===== src/rtl/axis_switch_scheduler.sv =====
// ============================================================================
// axis_switch_scheduler : frame-aligned select sequencer for signal_switch
// Revision 1.0 - initial release
// ============================================================================
`default_nettype none

module axis_switch_scheduler #(
  parameter int COUNT_WIDTH        = 16,
  parameter int BLANK_CYCLES       = 2,
  parameter int SWITCH_COUNT_WIDTH = 8
) (
  input  logic                          aclk,
  input  logic                          reset,
  input  logic                          mode,
  input  logic                          manual_sel,
  input  logic [COUNT_WIDTH-1:0]        dwell_a,
  input  logic [COUNT_WIDTH-1:0]        dwell_b,
  input  logic                          frame_boundary,
  output logic                          switch,
  output logic                          blank,
  output logic                          pending,
  output logic [SWITCH_COUNT_WIDTH-1:0] switch_count
);

  typedef enum logic [1:0] {
    ST_HOLD          = 2'd0,
    ST_WAIT_BOUNDARY = 2'd1,
    ST_BLANK         = 2'd2
  } state_t;

  localparam logic [3:0] C_BLANK_LOAD = 4'(BLANK_CYCLES - 1);

  state_t                          state_q, state_d;
  logic [COUNT_WIDTH-1:0]          cnt_q, cnt_d;
  logic [3:0]                      blank_cnt_q, blank_cnt_d;
  logic                            switch_q, switch_d;
  logic                            blank_q, blank_d;
  logic                            pending_q, pending_d;
  logic [SWITCH_COUNT_WIDTH-1:0]   switch_count_q, switch_count_d;

  logic [COUNT_WIDTH-1:0]          dwell_cur;
  logic [COUNT_WIDTH-1:0]          dwell_m1;
  logic                            request;

  // A zero dwell behaves as one cycle, so the threshold never underflows.
  always_comb begin
    dwell_cur = switch_q ? dwell_b : dwell_a;
    dwell_m1  = (dwell_cur == '0) ? '0 : dwell_cur - 1'b1;
    request   = mode ? (cnt_q >= dwell_m1) : (manual_sel != switch_q);
  end

  always_comb begin
    state_d        = state_q;
    cnt_d          = cnt_q;
    blank_cnt_d    = blank_cnt_q;
    switch_d       = switch_q;
    blank_d        = blank_q;
    switch_count_d = switch_count_q;

    case (state_q)
      ST_HOLD: begin
        if (cnt_q != '1) begin
          cnt_d = cnt_q + 1'b1;
        end
        if (request && frame_boundary) begin
          state_d     = ST_BLANK;
          switch_d    = ~switch_q;
          blank_d     = 1'b1;
          blank_cnt_d = C_BLANK_LOAD;
        end else if (request) begin
          state_d = ST_WAIT_BOUNDARY;
        end
      end

      ST_WAIT_BOUNDARY: begin
        if (!request) begin
          state_d = ST_HOLD;
          cnt_d   = '0;
        end else if (frame_boundary) begin
          state_d     = ST_BLANK;
          switch_d    = ~switch_q;
          blank_d     = 1'b1;
          blank_cnt_d = C_BLANK_LOAD;
        end
      end

      ST_BLANK: begin
        if (blank_cnt_q == 4'd0) begin
          state_d        = ST_HOLD;
          cnt_d          = '0;
          blank_d        = 1'b0;
          switch_count_d = switch_count_q + 1'b1;
        end else begin
          blank_cnt_d = blank_cnt_q - 4'd1;
        end
      end

      default: begin
        state_d = ST_HOLD;
        cnt_d   = '0;
        blank_d = 1'b0;
      end
    endcase

    pending_d = (state_d == ST_WAIT_BOUNDARY);
  end

  always_ff @(posedge aclk) begin
    if (reset) begin
      state_q        <= ST_HOLD;
      cnt_q          <= '0;
      blank_cnt_q    <= 4'd0;
      switch_q       <= 1'b0;
      blank_q        <= 1'b0;
      pending_q      <= 1'b0;
      switch_count_q <= '0;
    end else begin
      state_q        <= state_d;
      cnt_q          <= cnt_d;
      blank_cnt_q    <= blank_cnt_d;
      switch_q       <= switch_d;
      blank_q        <= blank_d;
      pending_q      <= pending_d;
      switch_count_q <= switch_count_d;
    end
  end

  assign switch       = switch_q;
  assign blank        = blank_q;
  assign pending      = pending_q;
  assign switch_count = switch_count_q;

endmodule

`default_nettype wire

===== config.mk =====
export PLATFORM = sky130hd
export DESIGN_NAME = axis_switch_scheduler
export DESIGN_NICKNAME = d
export VERILOG_FILES = /design/src/rtl/axis_switch_scheduler.sv
export SDC_FILE = /design/constraint.sdc
export NUM_CORES = 1
export LEC_CHECK = 0
export ABC_CLOCK_PERIOD_IN_PS = 4100
export CORE_MARGIN = 2
export CORE_UTILIZATION = 55
export CTS_CLUSTER_DIAMETER = 100
export DETAILED_ROUTE_END_ITERATION = 6
export DONT_BUFFER_PORTS = 1
export PLACE_DENSITY = 0.85
export RECOVER_POWER = 50
export SLEW_MARGIN = 20
export SYNTH_ARGS = -nofsm -noshare
export SYNTH_HDL_FRONTEND = slang
export SYNTH_SLANG_ARGS = --single-unit
export TNS_END_PERCENT = 1

===== constraint.sdc =====
create_clock -name aclk -period 4.1 [get_ports aclk]
set_input_delay 0.82 -clock aclk [delete_from_list [all_inputs] [get_ports aclk]]
set_output_delay 0.82 -clock aclk [all_outputs]
set_load 0.03 [all_outputs]

==> qor.txt <==
placed insts: 396
cell accounting for the most synthesized area: dfxtp_1
fin. max-slew vios: 0
Top FF cell, synth: dfxtp_1
Leakage: 1.03 nW
first-pass GRT wire length: 9350 µm
Die Area: 0.00546 mm²
worst-path fanout max: 29
post-route ant nets: 0
Rel. slew slack: 0.669
overall routing resource usage: 0.219
Starting Density: 0.569
Synth area leaders: dfxtp_1, ha_1, a21oi_1, mux2i_1, nand2_1
Port Buffers: 0
Post-Syn Nets: 392
vias in the first global route: 2141
CTS Buffer Depth: 2
Antenna Cells: 0
Ys Warns: 0
FFs w/ async S/R, synth: 0
Ports: 48
per-cell routed wire length: 14.5 µm
GP Congestion: 0.861
FF/Latch Area: 664 µm²
endpoint type of the worst setup path: flop
RSZ-0062 raised after global routing: no
Num CTS Buffers: 5
Root Buffer: clkbuf_8
minimum clock period: 3.81 ns
maxcap violations: 0
Hold Vio Cnt, Final: 0
Peak VDD IR: 0.223 mV
Nets: 395
Worst Skew: 0.00528 ns
largest net degree at the start of global routing: 30
# hold bufs at CTS: 0
Critical Path AT: 4.03 ns
total number of vias: 2349
drt via density: 5.81
multi-input logic area: 0.00192 mm²
final worst slack: 0.295 ns
number of synthesized register bits: 33
clk sinks: 33
core footprint: 0.00472 mm²
Die W: 73.9 µm
fill count: 386
worst slew pin tran: 0.495 ns
period utilization: 0.928
share of cells above drive strength 1: 0.116
Initial DRT Pass Iterations: 4
sequential share of the synthesized area: 0.246
H-Tree Depth: 2
Cell Count, Final, Fillers Out: 404
Post-Synthesis Cells: 333
DR iter-0 viols: 136
DPL Wire Length: 4480 µm
initial antenna violation count: 0
Cell Area, Placed: 0.00276 mm²
Die Ht: 73.9 µm
CP required: 4.32 ns
Post-route DRC: 0
Synth cell types: 57
pre-CTS setup slack: -0.0617 ns
Final TNS setup: 0 ns
CP Launch Type: flop
Site Rows: 25
CTS tree: done
Total Routed Length: 5870 µm
final setup fails: 0
highest clock rate: 0.263 GHz
crit path kind: reg2reg
area of the mapped netlist: 0.00269 mm²
Clock transition at path regs: 0.07 ns
P&R area growth vs syn: 7.63%
Post-synth EDFFs: 0
most common cell after layout, fill and taps aside: nand2_1
status: finished, final reports clean
GRT Residual Overflow: 0
postcts setup bufs: 0
most frequent cells in the layout: nand2_1, a21oi_1, dfxtp_1, nor2_1, ha_1
Pwr Density: 293 mW/mm²
Power Total: 847 µW
Synth Area per Inst: 8.07 µm²
worst-skew pair later-pin latency: 0.29 ns
fin area: 0.00289 mm²
Hold/Removal Path Class: reg2reg
share of the synthesized area in the top cell type: 0.246
-- final cells by class --
cell class,instances,area share
Multi-Input combinational cell,279,0.663
Sequential cell,33,0.230
Clock buffer,7,0.0298
Tap cell,67,0.0290
Timing Repair Buffer,9,0.0277
Clock inverter,1,0.0104
Inverter,8,0.0104
-- final timing paths --
check	from	to	slack, ns	cells after the start
max	switch$_SDFFE_PP0P_	cnt_q[3]$_SDFFE_PP0P_	0.29	16
min	cnt_q[5]$_SDFFE_PP0P_	cnt_q[5]$_SDFFE_PP0P_	0.51	2
max reg2reg	switch$_SDFFE_PP0P_	cnt_q[3]$_SDFFE_PP0P_	0.29	16
min reg2reg	cnt_q[5]$_SDFFE_PP0P_	cnt_q[5]$_SDFFE_PP0P_	0.51	2
-- power breakdown --
group          leakage [nW]  switching (mW)  total, mW  internal, mW
Clock                0.0585           0.120      0.318         0.198
Sequential            0.268          0.0209      0.352         0.331
Combinational         0.705          0.0960      0.177        0.0813
-- metrics by stage --
step | utilization | hold WS, ns
floorplan | - | 0.469
global placement | 0.585 | 0.492
detailed placement | 0.585 | 0.501
CTS | 0.610 | 0.509
global route | 0.613 | 0.542
finish | 0.613 | 0.513
-- layer usage --
layer	wire length [µm]	GRT usage
met1	2600	0.270
met2	2950	0.363
met3	260	0.0590
met4	67	0.0848
met5	0	0
-- cell usage after synthesis, types with 4 or more instances --
library cell,n
nand2_1,37
a21oi_1,33
dfxtp_1,33
nor2_1,31
ha_1,22
mux2i_1,14
o21ai_0,14
nor3_1,12
xnor2_1,11
nand3_1,10
or3_1,10
xor2_1,9
inv_1,8
nand4_1,8
o31ai_1,6
or4_1,6
buf_6,5
nor3b_1,5
buf_2,4
nand2b_1,4
-- worst max-delay path: stages, from the launching register on --
cell     delay [ns]
dfxtp_4        0.42
buf_4          0.19
nor3_2         0.19
o22ai_1        0.14
or2_4          0.30
nor3_2         0.22
nand4_2        0.19
buf_4          0.22
nand2_1        0.07
ha_1           0.24
a21oi_1        0.14
o21ai_0        0.17
a32oi_2        0.31
a21oi_2        0.12
buf_12         0.17
or4_1          0.50
a21oi_1        0.15
-- flip-flops by register name, indices dropped and copies added (netlist names) --
name and count:
switch 1, blank 1, pending 1, cnt_q 16, state_q 2, blank_cnt_q 4, switch_count 8
-- what timing repair did --
action,in CTS,in global routing
gates resized for setup,0,4
setup endpoints to repair,0,17
hold endpoints to repair,0,0
-- cells by family (layout without fill, tap and decap cells) --
family,Yosys count,in the layout,share of synthesized area
multiplexers,17,17,0.0689
buffers and inverters,21,25,0.0465
XOR/XNOR,20,20,0.0651
adder cells (fa/ha/maj),22,22,0.102
AO/OA/AOI/OAI,76,76,0.181
AND/OR/NAND/NOR,144,144,0.291
flip-flops,33,33,0.246
No activity file was read; power rests on OpenSTA's default activity.
